$ cat config.mk
export PLATFORM = sky130hd
export DESIGN_NAME = i3c_sync_msg_fifo_flat
export DESIGN_NICKNAME = d
export VERILOG_FILES = /design/src/rtl/i3c_sync_msg_fifo_if.sv /design/src/rtl/i3c_sync_msg_fifo.sv /design/src/flat_wrapper.sv
export SDC_FILE = /design/constraint.sdc
export NUM_CORES = 1
export LEC_CHECK = 0
export ABC_AREA = 1
export CORE_ASPECT_RATIO = 0.6
export CORE_MARGIN = 2
export CORE_UTILIZATION = 58
export CTS_CLUSTER_DIAMETER = 150
export DETAILED_ROUTE_END_ITERATION = 8
export PLACE_DENSITY = 0.8
export SLEW_MARGIN = 20
export SYNTH_ARGS = -nofsm -noshare
export SYNTH_HDL_FRONTEND = slang
export SYNTH_SLANG_ARGS = --single-unit
$ cat constraint.sdc
create_clock -name CLK -period 6.8 [get_ports CLK]
set_input_delay 1.36 -clock CLK [delete_from_list [all_inputs] [get_ports CLK]]
set_output_delay 1.36 -clock CLK [all_outputs]
set_load 0.005 [all_outputs]
$ cat src/rtl/i3c_sync_msg_fifo_if.sv
// ============================================================================
// Module   : i3c_sync_msg_fifo_if
// Brief    : Push/pop, status and interrupt bundle of the single-clock message FIFO.
// Revision : 1.0
// ============================================================================
`default_nettype none

interface i3c_sync_msg_fifo_if #(
    parameter int WIDTH = 8,
    parameter int BITS  = 3
);
    logic             flush;
    logic             wr_valid;
    logic [WIDTH-1:0] wr_data;
    logic             wr_end;
    logic             wr_ready;
    logic             rd_valid;
    logic [WIDTH-1:0] rd_data;
    logic             rd_end;
    logic             rd_ack;
    logic [BITS:0]    level;
    logic [BITS:0]    msg_cnt;
    logic [1:0]       tx_trig;
    logic [1:0]       rx_trig;
    logic             int_tx;
    logic             int_rx;
    logic             ovf;
    logic             udf;
    logic             err_clr;

    modport slave (
        input  flush, wr_valid, wr_data, wr_end, rd_ack, tx_trig, rx_trig, err_clr,
        output wr_ready, rd_valid, rd_data, rd_end, level, msg_cnt,
               int_tx, int_rx, ovf, udf
    );

    modport master (
        output flush, wr_valid, wr_data, wr_end, rd_ack, tx_trig, rx_trig, err_clr,
        input  wr_ready, rd_valid, rd_data, rd_end, level, msg_cnt,
               int_tx, int_rx, ovf, udf
    );
endinterface

`default_nettype wire

$ cat src/rtl/i3c_sync_msg_fifo.sv
// ============================================================================
// Module   : i3c_sync_msg_fifo
// Brief    : Single-clock FWFT message FIFO with end tags, message count,
//            trigger interrupts and sticky overflow/underflow flags.
// Revision : 1.0
// ============================================================================
`default_nettype none

module i3c_sync_msg_fifo #(
    parameter int WIDTH = 8,
    parameter int BITS  = 3
) (
    input  logic                 CLK,
    input  logic                 RST,
    i3c_sync_msg_fifo_if.slave   bus
);

    localparam int            DEPTH   = 1 << BITS;
    localparam logic [BITS:0] C_ZERO  = '0;
    localparam logic [BITS:0] C_ONE   = {{BITS{1'b0}}, 1'b1};
    localparam logic [BITS:0] C_FULL  = {1'b1, {BITS{1'b0}}};
    localparam logic [BITS:0] C_HALF  = C_FULL >> 1;
    localparam logic [BITS:0] C_QTR   = C_FULL >> 2;
    localparam logic [BITS:0] C_3QTR  = C_QTR + C_HALF;

    logic [WIDTH:0]  r_mem [DEPTH];
    logic [BITS:0]   r_wptr;
    logic [BITS:0]   r_rptr;
    logic [BITS:0]   r_level;
    logic [BITS:0]   r_msg_cnt;
    logic            r_int_tx;
    logic            r_int_rx;
    logic            r_ovf;
    logic            r_udf;

    logic            w_empty;
    logic            w_full;
    logic            w_push;
    logic            w_pop;
    logic            w_ovf_set;
    logic            w_udf_set;
    logic [WIDTH:0]  w_head;
    logic [BITS:0]   w_wptr_nxt;
    logic [BITS:0]   w_rptr_nxt;
    logic [BITS:0]   w_level_nxt;
    logic [BITS:0]   w_msg_nxt;
    logic [BITS:0]   w_rx_thr;
    logic            w_int_tx_nxt;
    logic            w_int_rx_nxt;

    assign w_empty = (r_wptr == r_rptr);
    assign w_full  = (r_wptr[BITS] != r_rptr[BITS]) &&
                     (r_wptr[BITS-1:0] == r_rptr[BITS-1:0]);
    assign w_head  = r_mem[r_rptr[BITS-1:0]];

    // flush swallows any same-cycle push/pop, including its error side effects
    assign w_push    = bus.wr_valid & ~w_full  & ~bus.flush;
    assign w_pop     = bus.rd_ack   & ~w_empty & ~bus.flush;
    assign w_ovf_set = bus.wr_valid &  w_full  & ~bus.flush;
    assign w_udf_set = bus.rd_ack   &  w_empty & ~bus.flush;

    always_comb begin
        w_wptr_nxt = r_wptr;
        w_rptr_nxt = r_rptr;
        w_msg_nxt  = r_msg_cnt;
        if (bus.flush) begin
            w_wptr_nxt = C_ZERO;
            w_rptr_nxt = C_ZERO;
            w_msg_nxt  = C_ZERO;
        end else begin
            if (w_push) w_wptr_nxt = r_wptr + C_ONE;
            if (w_pop)  w_rptr_nxt = r_rptr + C_ONE;
            case ({w_push & bus.wr_end, w_pop & w_head[WIDTH]})
                2'b10:   w_msg_nxt = r_msg_cnt + C_ONE;
                2'b01:   w_msg_nxt = r_msg_cnt - C_ONE;
                default: w_msg_nxt = r_msg_cnt;
            endcase
        end
        w_level_nxt = w_wptr_nxt - w_rptr_nxt;
    end

    always_comb begin
        case (bus.rx_trig)
            2'b00:   w_rx_thr = C_ONE;
            2'b01:   w_rx_thr = C_QTR;
            2'b10:   w_rx_thr = C_HALF;
            default: w_rx_thr = C_3QTR;
        endcase

        if (w_level_nxt == C_ZERO)     w_int_rx_nxt = 1'b0;
        else if (w_msg_nxt != C_ZERO)  w_int_rx_nxt = 1'b1;
        else                           w_int_rx_nxt = (w_level_nxt >= w_rx_thr);

        if (w_level_nxt == C_FULL)      w_int_tx_nxt = 1'b0;
        else if (w_level_nxt == C_ZERO) w_int_tx_nxt = 1'b1;
        else begin
            case (bus.tx_trig)
                2'b00:   w_int_tx_nxt = 1'b0;
                2'b01:   w_int_tx_nxt = (w_level_nxt <= C_QTR);
                2'b10:   w_int_tx_nxt = (w_level_nxt <= C_HALF);
                default: w_int_tx_nxt = 1'b1;
            endcase
        end
    end

    always_ff @(posedge CLK or posedge RST) begin
        if (RST) begin
            for (int i = 0; i < DEPTH; i++) r_mem[i] <= '0;
            r_wptr    <= C_ZERO;
            r_rptr    <= C_ZERO;
            r_level   <= C_ZERO;
            r_msg_cnt <= C_ZERO;
            r_int_tx  <= 1'b1;
            r_int_rx  <= 1'b0;
            r_ovf     <= 1'b0;
            r_udf     <= 1'b0;
        end else begin
            if (w_push) r_mem[r_wptr[BITS-1:0]] <= {bus.wr_end, bus.wr_data};
            r_wptr    <= w_wptr_nxt;
            r_rptr    <= w_rptr_nxt;
            r_level   <= w_level_nxt;
            r_msg_cnt <= w_msg_nxt;
            r_int_tx  <= w_int_tx_nxt;
            r_int_rx  <= w_int_rx_nxt;
            r_ovf     <= w_ovf_set | (r_ovf & ~bus.err_clr);
            r_udf     <= w_udf_set | (r_udf & ~bus.err_clr);
        end
    end

    assign bus.wr_ready = ~w_full;
    assign bus.rd_valid = ~w_empty;
    assign bus.rd_data  = w_head[WIDTH-1:0];
    assign bus.rd_end   = w_head[WIDTH] & ~w_empty;
    assign bus.level    = r_level;
    assign bus.msg_cnt  = r_msg_cnt;
    assign bus.int_tx   = r_int_tx;
    assign bus.int_rx   = r_int_rx;
    assign bus.ovf      = r_ovf;
    assign bus.udf      = r_udf;

endmodule

`default_nettype wire
$ cat src/flat_wrapper.sv
// flat-port wrapper written by rule: the top's interface ports become plain ports
module i3c_sync_msg_fifo_flat 
#(
    parameter int WIDTH = 8,
    parameter int BITS  = 3
)
  (CLK, RST, bus_flush, bus_wr_valid, bus_wr_data, bus_wr_end, bus_rd_ack, bus_tx_trig, bus_rx_trig, bus_err_clr, bus_wr_ready, bus_rd_valid, bus_rd_data, bus_rd_end, bus_level, bus_msg_cnt, bus_int_tx, bus_int_rx, bus_ovf, bus_udf);
  i3c_sync_msg_fifo_if #(.WIDTH(WIDTH), .BITS(BITS)) bus_i ();
  input  logic CLK;
  input  logic RST;
  input wire logic [$bits(bus_i.flush)-1:0] bus_flush;
  input wire logic [$bits(bus_i.wr_valid)-1:0] bus_wr_valid;
  input wire logic [$bits(bus_i.wr_data)-1:0] bus_wr_data;
  input wire logic [$bits(bus_i.wr_end)-1:0] bus_wr_end;
  input wire logic [$bits(bus_i.rd_ack)-1:0] bus_rd_ack;
  input wire logic [$bits(bus_i.tx_trig)-1:0] bus_tx_trig;
  input wire logic [$bits(bus_i.rx_trig)-1:0] bus_rx_trig;
  input wire logic [$bits(bus_i.err_clr)-1:0] bus_err_clr;
  output wire logic [$bits(bus_i.wr_ready)-1:0] bus_wr_ready;
  output wire logic [$bits(bus_i.rd_valid)-1:0] bus_rd_valid;
  output wire logic [$bits(bus_i.rd_data)-1:0] bus_rd_data;
  output wire logic [$bits(bus_i.rd_end)-1:0] bus_rd_end;
  output wire logic [$bits(bus_i.level)-1:0] bus_level;
  output wire logic [$bits(bus_i.msg_cnt)-1:0] bus_msg_cnt;
  output wire logic [$bits(bus_i.int_tx)-1:0] bus_int_tx;
  output wire logic [$bits(bus_i.int_rx)-1:0] bus_int_rx;
  output wire logic [$bits(bus_i.ovf)-1:0] bus_ovf;
  output wire logic [$bits(bus_i.udf)-1:0] bus_udf;
  assign bus_i.flush = bus_flush;
  assign bus_i.wr_valid = bus_wr_valid;
  assign bus_i.wr_data = bus_wr_data;
  assign bus_i.wr_end = bus_wr_end;
  assign bus_i.rd_ack = bus_rd_ack;
  assign bus_i.tx_trig = bus_tx_trig;
  assign bus_i.rx_trig = bus_rx_trig;
  assign bus_i.err_clr = bus_err_clr;
  assign bus_wr_ready = bus_i.wr_ready;
  assign bus_rd_valid = bus_i.rd_valid;
  assign bus_rd_data = bus_i.rd_data;
  assign bus_rd_end = bus_i.rd_end;
  assign bus_level = bus_i.level;
  assign bus_msg_cnt = bus_i.msg_cnt;
  assign bus_int_tx = bus_i.int_tx;
  assign bus_int_rx = bus_i.int_rx;
  assign bus_ovf = bus_i.ovf;
  assign bus_udf = bus_i.udf;
  i3c_sync_msg_fifo #(.WIDTH(WIDTH), .BITS(BITS)) u_core (.CLK(CLK), .RST(RST), .bus(bus_i));
endmodule
# --- Word-level counts from Yosys, hierarchy flattened ---
# Cells that the tools add are included.
classes:
  addsub: 5
  n_mul: 0
  n_div: 0
  order_cmp: 6
  n_eq_ne: 10
  shift: 0
  mux: 18
  n_bitwise: 21
  n_reduce_logical: 6
ops:
  columns: ["operator", "count"]
  rows:
  - ["bitwise mux 72 bit", 1]
  - ["binary-select mux 9 bit (select 3 bit)", 1]
  - ["demux 9 bit (select 3 bit)", 1]
  - ["two-way mux 9 bit", 3]
  - ["two-way mux 4 bit", 5]
  - ["AND 1 bit", 13]
  - ["adder 4 x 1 -> 4 bit, second input constant", 3]
  - ["one-hot mux 3 bit (3 select lines)", 1]
  - [">= comparator 4 bit, second input constant", 2]
  - ["inverter 3 -> 4 bit", 2]
  - ["one-hot mux 4 bit (2 select lines)", 1]
  - ["== test 2 x 1 -> 1 bit, second input constant", 3]
  - ["== test 2 bit, second input constant", 3]
  - ["== test 4 bit", 1]
  - ["== test 4 bit, second input constant", 1]
  - [">= comparator 4 x 3 -> 1 bit", 1]
  - ["<= comparator 4 x 2 -> 1 bit, second input constant", 1]
  - ["<= comparator 4 x 3 -> 1 bit, second input constant", 1]
  - ["logical NOT 2 bit", 2]
  - ["logical NOT 4 bit", 1]
  - ["< comparator 4 x 1 -> 1 bit, second input constant", 1]
  - ["two-way mux 1 bit", 4]
  - ["inverter 1 bit", 4]
  - ["nonzero test 4 bit", 1]
  - ["other kinds (7)", 9]
totals:
  ff_bits: 92
  latch_bits: 0
  ramBits: 0
  mem_bits_ro: 0
  output_inout_bits: 23
  memories: 0

# --- Longest topological paths before layout ---
# Gate-level depths: netlist of the first run.
logic_depth:
  ltp_word: 12
  depth_mapped: 21
  depth_no_buf: 21

# --- Worst setup path before layout of the first run ---
# OpenSTA, ideal clock, no wires.
synth_path:
  path_type: "input to register"
  startpoint: "input bus_flush"
  endpoint: "register u_core.r_int_rx, in the netlist u_core.bus.int_rx"
  setup_time_ns: 0.123
  arrival_ns: 3.626
  required_ns: 6.677
  slack_ns: 3.051
  stages: 17
  cell_sequence: "inv_1 > nand2_1 > inv_1 > nand2_4 > inv_4 > nor2_1 > nor3_1 > inv_1 > ha_1 > fa_1 > inv_1 > ha_1 > a21boi_0 > o21ai_0 > nand3b_1 > o21ai_0 > nand2_1"
synth_between:
  elab_cells_between_ends: 19
  classes_between: "add/sub (1); order compare (1); eq/ne (2); mux (8); bitwise (5); reduce/logical (2)"
synth_lines:
  columns: ["item", "line_no", "text"]
  rows:
  - ["start, declared", "flat_wrapper.sv:11", "input wire logic [$bits(bus_i.flush)-1:0] bus_flush;"]
  - ["inverter 1 bit", "i3c_sync_msg_fifo.sv:57", "assign w_push = bus.wr_valid & ~w_full & ~bus.flush;"]
  - ["AND 1 bit", "i3c_sync_msg_fifo.sv:57", null]
  - ["two-way mux 4 bit", "i3c_sync_msg_fifo.sv:71", "if (w_push) w_wptr_nxt = r_wptr + C_ONE;"]
  - ["two-way mux 4 bit (*)", "i3c_sync_msg_fifo.sv:66", "if (bus.flush) begin"]
  - ["via u_core.w_wptr_nxt[0]", "i3c_sync_msg_fifo.sv:43", "logic [BITS:0] w_wptr_nxt;"]
  - ["subtractor 4 bit (*)", "i3c_sync_msg_fifo.sv:79", "w_level_nxt = w_wptr_nxt - w_rptr_nxt;"]
  - ["via u_core.w_level_nxt[1]", "i3c_sync_msg_fifo.sv:45", "logic [BITS:0] w_level_nxt;"]
  - [">= comparator 4 x 3 -> 1 bit", "i3c_sync_msg_fifo.sv:92", "else w_int_rx_nxt = (w_level_nxt >= w_rx_thr);"]
  - ["two-way mux 1 bit", "i3c_sync_msg_fifo.sv:91", "else if (w_msg_nxt != C_ZERO) w_int_rx_nxt = 1'b1;"]
  - ["two-way mux 1 bit (*)", "i3c_sync_msg_fifo.sv:90", "if (w_level_nxt == C_ZERO) w_int_rx_nxt = 1'b0;"]
  - ["via u_core.w_int_rx_nxt", "i3c_sync_msg_fifo.sv:49", "logic w_int_rx_nxt;"]
  - ["end signal, assigned", "i3c_sync_msg_fifo.sv:124", "r_int_rx <= w_int_rx_nxt;"]
  - ["end, declared", "i3c_sync_msg_fifo.sv:32", "logic r_int_rx;"]
# The timed path passes the listed nets; every way through them passes the cells marked *.
# A chain may end at the register's enable or synchronous reset.

# --- Final worst setup path of the first run ---
# Ends and elaborated chain as after synthesis.

==> out/qor.csv, run 1 <==
stage,metric,value,unit
run_status,run_status,completed,
setup_path,path_depth,17,
setup_path,slowest_stage,clkdlybuf4s50_1,
route,drc,0,
setup_path,r2r-end,u_core.bus.int_rx,
place,portBuffers,41,
yosys,ys.flop_type,dfrtp_1,
layout,insertedDiodeCount,0,
flow_run,drv_cap,0,
route,routedWlPerCell,16.1,um
global_route,grt_first_pass_wirelength,18.6,mm
setup_path,required,7.03,ns
route,drt-total-wl,11.2,mm
timing,timing.final.crit_period,4.55,ns
pwr,peakVddDrop,0.194,mV
timing,hold_viol,0,
clocking,h-tree-depth,3,
layout,fillers,615,
layout,nets,615,
pwr,netSwitchingFraction,0.286,
clocking,cts_num_sinks,92,
clocking,cts_hold_buffers,0,
clocking,numCtsBuffers,9,
timing,finalSetupTns,0,ns
setup_path,cp_common_cell,inv_1,
yosys,yosys.area.top_type,dfrtp_1,
floorplan,core-area,7820,sq um
place,dp_hpwl,7.20,mm
timing,postLayoutSetupSlackWorst,2.25,ns
clocking,cts.repair.resized,0,
route,firstDrtPassIters,5,
setup_path,critPathMaxFanout,13,
setup_path,rrSetupSlack,2.37,ns
min_path,worstHoldStart,u_core.r_mem[24],
yosys,synth_top_family_by_area,simple AND/OR/NAND/NOR gates,
clocking,clk_latency,0.34,ns
route,drt_iter0_markers,434,
min_path,min_path_cells,2,
route,num_vias,3982,
yosys,synth_warnings,0,
setup_path,critPathCaptureType,flip-flop,
setup_path,cpLargestDelayFamily,buffers and inverters,
pwr,power.density,269,nW/um^2
layout,post-route-util,0.686,
yosys,ys_types,36,
clocking,clkTransAtPathRegs,0.06,ns
layout,final_cells,696,
route,antenna_left,0,
timing,finClkSkew,0.00942,ns
yosys,ys_seq_elements,92,
yosys,synth.area.top_cells,"dfrtp_1, o21ai_0, nand2_1, nor2_1, ha_1",
pwr,p_seq_frac,0.463,
yosys,syn-num-nets,586,
yosys,synthCells,554,
yosys,synth.top_cell.area_share,0.491,
yosys,syn_avg_cell_area,8.37,sq um
pwr,p_leak,2.57,nW
yosys,synthXorXnorAreaFrac,0.00756,
global_route,grt_pass1_vias,3666,
setup_path,crit_buf_inv,5,
place,dp_cells,680,
setup_path,ff2ff_path_depth,17,
global_route,grt_max_degree,52,
setup_path,rr_startpoint,u_core.r_rptr[1],
timing,timing.fmax,0.220,GHz
yosys,synth_fa_ha_area_frac,0.0383,
setup_path,max_stage_delay,0.46,ns
yosys,ys_seq_area_frac,0.497,
setup_path,cp.arrival,4.77,ns
yosys,synthMuxAreaShare,0,
clocking,post_cts_buffers,0,
timing,slew_headroom,0.384,
route,vias_per_cell,5.72,
floorplan,row_count,25,
floorplan,die_w,119,um
clocking,cts_tree,yes,
pwr,p_int,1.03,mW
timing,worst_pin_slew,0.924,ns
layout,layout-drive-gt1-share,0.0918,
place,place_ws,1.89,ns
yosys,synthTopCellsByCount,"nand2_1, o21ai_0, dfrtp_1, nor2_1, inv_1",
setup_path,start_kind,input port,
yosys,async_reset_ff_frac,1.00,
timing,rsz0062_at_grt,false,
clocking,ctsLongestPathBuffers,2,
clocking,root_buffer,clkbuf_16,
min_path,min_to,u_core.r_mem[24],
floorplan,io_pins,42,
timing,final_max_slew_viol_count,0,
yosys,synth_compound_area_frac,0.166,
pwr,pwr-share-clk,0.325,
setup_path,crit_chain,clkdlybuf4s50_1 > inv_1 > nand2_1 > inv_1 > nand2_4 > inv_4 > nor2_1 > nor3_1 > inv_1 > ha_1 > fa_1 > xnor2_1 > ha_1 > o21ai_0 > nand3b_1 > o21ai_0 > nand2_1,
timing,setup_viol,0,
floorplan,die_h,73.3,um
yosys,synth_edf_count,0,
timing,fin_crit_sh,0.669,
yosys,synth_most_common_cell,nand2_1,
pwr,total_power,1.44,mW
global_route,track_usage,0.275,
global_route,overflow,0,
pwr,comb_power_share,0.212,
min_path,worstHoldPathType,flip-flop to flip-flop,
global_route,antenna_found_initial,0,
yosys,syn-cell-area,4640,sq um
layout,area_delta_synth_final,15.6,%
pwr,p_switching,0.413,mW
setup_path,crit_type,input port to flip-flop,
floorplan,die_area,8750,sq um
floorplan,initial_core_util,0.593,
place,place_congestion,0.904,
yosys,synth-simple-area-share,0.229,
==> state kept, by name, indices dropped and copies added (netlist names) <==
name,cells
u_core.bus.ovf,1
u_core.bus.int_tx,1
u_core.bus.msg_cnt,4
u_core.r_rptr,4
u_core.bus.int_rx,1
u_core.r_mem,72
u_core.r_wptr,4
u_core.bus.udf,1
u_core.bus.level,4
==> placed cells by master (no fill, tap or decap), drive strengths merged <==
master,instances
a211oi,1
clkbuf,12
a21boi,1
nand3,13
clkinv,5
or2,1
fa,2
nand3b,2
nor2,75
dfrtp,91
nand4,5
clkdlybuf4s50,41
nand2,129
xnor2,2
a31oi,8
a21oi,8
o221ai,2
nor3,3
dfstp,1
xor2,2
buf,2
o22ai,10
o21ai,117
and2,1
inv,42
nor3b,1
ha,11
==> cell families after synthesis <==
| group | count (synthesis) |
|---|---|
| adders and majority gates | 13 |
| DFF | 92 |
| and+or+nand+nor | 230 |
| xor gates and xnor gates | 4 |
| AOI/OAI and AO/OA | 147 |
| buffers and inverters | 68 |
==> how the worst max path moves through the flow <==
stage,end,slack [ns],start
CTS,u_core.bus.int_rx,2.27,bus_flush
floorplan,u_core.bus.int_rx,3.05,RST
finish,u_core.bus.int_rx,2.25,bus_flush
detailed placement,u_core.bus.int_rx,1.89,bus_flush
global route,u_core.bus.int_rx,1.95,bus_flush
global placement,u_core.bus.int_rx,2.07,bus_flush
==> tightest hold or removal path, cell delays in order (launching register included) <==
cell and delay (ns):
dfrtp_1 0.34, nand2_1 0.05, o21ai_0 0.06
==> metrics by stage <==
stage	hold slack (ns)	instance area, sq um
after CTS	0.484	5360
after global placement	0.461	5080
after detailed placement	0.468	5080
after floorplan	0.448	4640
after global routing	0.499	5360
final	0.480	5360
==> per-layer routing <==
metal,up-vias,share of wire,track usage
met5,-,0,0
met1,1899,0.47,0.407
li1,1882,-,-
met4,0,0.011,0.0771
met2,184,0.43,0.411
met3,17,0.086,0.0652
==> area by class of cell <==
class,count,area (sq um),area share
clock buffers,12,256,0.0478
clock inverters,4,23.8,0.00443
inverters,43,173,0.0322
multi-input cells,394,2040,0.381
flip-flops and latches,92,2300,0.430
well taps,108,135,0.0252
repair buffers,43,425,0.0793
==> power by group through the flow <==
stage	Combinational [mW]	Clock, mW	Sequential, mW
2_1_floorplan	0.191	0	0.665
4_1_cts	0.306	0.472	0.667
6_report	0.306	0.469	0.668
3_5_place_dp	0.301	0	0.675
5_1_grt	0.345	0.495	0.677
3_3_place_gp	0.290	0	0.673
(Power assumes the default switching activity.)
==> run 2, diff against run 1 <==
--- a/config.mk
+++ b/config.mk
@@ -8,10 +8,10 @@
 export ABC_AREA = 1
 export CORE_ASPECT_RATIO = 0.6
 export CORE_MARGIN = 2
-export CORE_UTILIZATION = 58
+export CORE_UTILIZATION = 52
 export CTS_CLUSTER_DIAMETER = 150
 export DETAILED_ROUTE_END_ITERATION = 8
-export PLACE_DENSITY = 0.8
+export PLACE_DENSITY = 0.76
 export SLEW_MARGIN = 20
 export SYNTH_ARGS = -nofsm -noshare
 export SYNTH_HDL_FRONTEND = slang
==> constraint.sdc (replaced) <==
create_clock -name CLK -period 3.8 [get_ports CLK]
set_input_delay 0.76 -clock CLK [delete_from_list [all_inputs] [get_ports CLK]]
set_output_delay 0.76 -clock CLK [all_outputs]
set_load 0.005 [all_outputs]
==> run 2 against run 1 <==
  * Utilization decreased by 4.7 points
  * First-iteration DRC count decreased by 7.8%
  * Sequential cell count unchanged
  * Critical endpoint unchanged
  * Critical path depth decreased by 1
  * Combinational power increased by 82%
  * Non-clock buffer count increased by 11
  * Final cell count increased by 2.2%
  * Highest routed layer unchanged
==> out/qor.csv, run 2 (synthesis results as in run 1) <==
stage,metric,value,unit,change
clocking,root_buffer,clkbuf_16,,
place,dp_cells,693,,+1.9%
floorplan,core-area,8590,sq um,+9.8%
place,place_ws,0.0319,ns,-1.86 ns
pwr,p_switching,0.759,mW,+84%
timing,timing.final.crit_period,3.42,ns,
route,antenna_left,0,,unchanged
pwr,p_leak,2.62,nW,+2.0%
setup_path,critPathCaptureType,flip-flop,,
layout,layout-drive-gt1-share,0.112,,+0.0200
timing,fin_crit_sh,0.899,,
layout,regMostFlops,u_core.r_mem,,
clocking,ctsLongestPathBuffers,2,,unchanged
pwr,pwr-share-clk,0.338,,+0.013
timing,hold_viol,0,,unchanged
pwr,peakVddDrop,0.361,mV,+86%
pwr,p_int,1.89,mW,+83%
timing,worst_pin_slew,0.839,ns,-0.0857 ns
layout,final_cell_area,5480,sq um,+2.2%
layout,largest_reg_flops,72,,unchanged
timing,finClkSkew,0.00811,ns,-0.00131 ns
setup_path,cp.arrival,3.65,ns,-1.12 ns
layout,nets,626,,+1.8%
route,drt_iter0_markers,400,,-7.8%
floorplan,io_pins,42,,unchanged
flow_run,drv_cap,0,,unchanged
global_route,grt_pass1_vias,3848,,+5.0%
timing,postLayoutSetupSlackWorst,0.384,ns,-1.87 ns
route,firstDrtPassIters,5,,unchanged
timing,rsz0062_at_grt,false,,
timing,final_max_slew_viol_count,0,,unchanged
pwr,netSwitchingFraction,0.287,,+0.000842
route,drt-total-wl,11.4,mm,+2.1%
clocking,h-tree-depth,3,,unchanged
clocking,clkTransAtPathRegs,0.07,ns,about the same
global_route,grt_max_degree,46,,-12%
place,portBuffers,41,,unchanged
setup_path,crit_type,input port to flip-flop,,
pwr,power.density,483,nW/um^2,+79%
timing,hold_ws,0.479,ns,-0.00171 ns
pwr,p_seq_frac,0.452,,-0.011
place,place_congestion,0.851,,-5.9%
layout,insertedDiodeCount,0,,unchanged
setup_path,critPathMaxFanout,5,,-8
run_status,run_status,completed,,
pwr,total_power,2.65,mW,+83%
timing,slew_headroom,0.440,,+0.0565
setup_path,crit_chain,clkdlybuf4s50_1 > inv_1 > nand2_1 > inv_1 > nand2_4 > nor2_4 > nor3_1 > inv_1 > ha_1 > fa_1 > xnor2_1 > ha_1 > o21ai_0 > nand3b_1 > o21ai_0 > nand2_1,,
min_path,worstHoldPathType,flip-flop to flip-flop,,
clocking,cts_tree,yes,,
layout,final_cell_mix,"nand2_1, o21ai_0, dfrtp_1",,
timing,setup_viol,0,,unchanged
floorplan,die_h,77.1,um,+5.3%
route,num_vias,3938,,-1.1%
route,vias_per_cell,5.54,,-3.2%
clocking,clk_latency,0.34,ns,about the same
floorplan,die_w,126,um,+5.4%
global_route,track_usage,0.255,,-0.0201
layout,post-route-util,0.638,,-0.0475
layout,final_cells,711,,+2.2%
clocking,cts_num_sinks,92,,unchanged
setup_path,required,4.04,ns,-2.99 ns
place,placed_cell_area,5170,sq um,+1.7%
setup_path,start_kind,input port,,
layout,area_delta_synth_final,18.2,%,
global_route,overflow,0,,unchanged
timing,finalSetupTns,0,ns,unchanged
route,routedWlPerCell,16.1,um,about the same
clocking,numCtsBuffers,9,,unchanged
route,drc,0,,unchanged
setup_path,slowest_stage,clkdlybuf4s50_1,,
pwr,comb_power_share,0.211,,about the same
setup_path,max_stage_delay,0.48,ns,+0.02 ns
floorplan,initial_core_util,0.540,,-0.0530
clocking,cts_hold_buffers,0,,unchanged
setup_path,cp_common_cell,inv_1,,
global_route,grt_first_pass_wirelength,19.4,mm,+4.6%
layout,final_common_cell,nand2_1,,
global_route,antenna_found_initial,0,,unchanged
floorplan,die_area,9710,sq um,+11%
timing,timing.fmax,0.293,GHz,
floorplan,row_count,26,,+4.0%
place,dp_hpwl,7.78,mm,+8.1%
[run 2: cell count changes in the layout (fill, tap and decap cells not counted), sizes merged]
cell,delta
bufinv,+1
buf,+11
clkbuf,-2
clkinv,-1
inv,-1
clkinvlp,+3
[run 2: area by class of cell]
class / instances / area [sq um]
timing repair buffer: 54 / 520
clock buffer: 10 / 229
inverter: 43 / 178
multi-input combinational: 394 / 2040
clock inverter: 6 / 63.8
sequential: 92 / 2300
fill: 716 / 3110
tap: 112 / 140
[run 2: worst max-delay path, delay by kind of cell]
family,cells,cell delay (ns)
compound gates,2,0.22
xor+xnor,1,0.40
fa+ha+maj,3,0.92
buf+inv,4,0.70
simple gates,6,0.64
[run 2: path summary, 6_finish.rpt]
| path | start | end | slack (ns) | cells past startpoint |
|---|---|---|---|---|
| worst min-delay path | u_core.r_mem[23] | u_core.r_mem[23] | 0.48 | 2 |
| worst max-delay path | bus_flush | u_core.bus.int_rx | 0.38 | 16 |
| worst min register to register | u_core.r_mem[23] | u_core.r_mem[23] | 0.48 | 2 |
| max in group asynchronous | RST | u_core.bus.int_tx | 2.15 | 3 |
| worst max register to register | u_core.r_rptr[2] | u_core.bus.int_rx | 0.40 | 17 |
| min in group asynchronous | RST | u_core.r_mem[48] | 0.89 | 2 |
[run 2: repair_timing]
action,in CTS,in global routing
gates resized for setup,0,3
setup buffers,0,2
endpoints found under the setup margin,0,1
[run 2: per-layer routing]
metal / up-vias / GRT usage / part of all wire
met5: - / 0 / 0
met4: 0 / 0.0934 / 0.012
met3: 12 / 0.0670 / 0.072
met2: 132 / 0.378 / 0.44
met1: 1888 / 0.362 / 0.47
li1: 1906 / - / -
[run 2: power groups by stage]
stage | sequential (mW) | combinational (mW) | clock [mW]
after floorplan | 1.19 | 0.342 | 0
after global placement | 1.20 | 0.535 | 0
after detailed placement | 1.21 | 0.551 | 0
after CTS | 1.19 | 0.556 | 0.898
after global routing | 1.21 | 0.631 | 0.958
final | 1.20 | 0.558 | 0.894
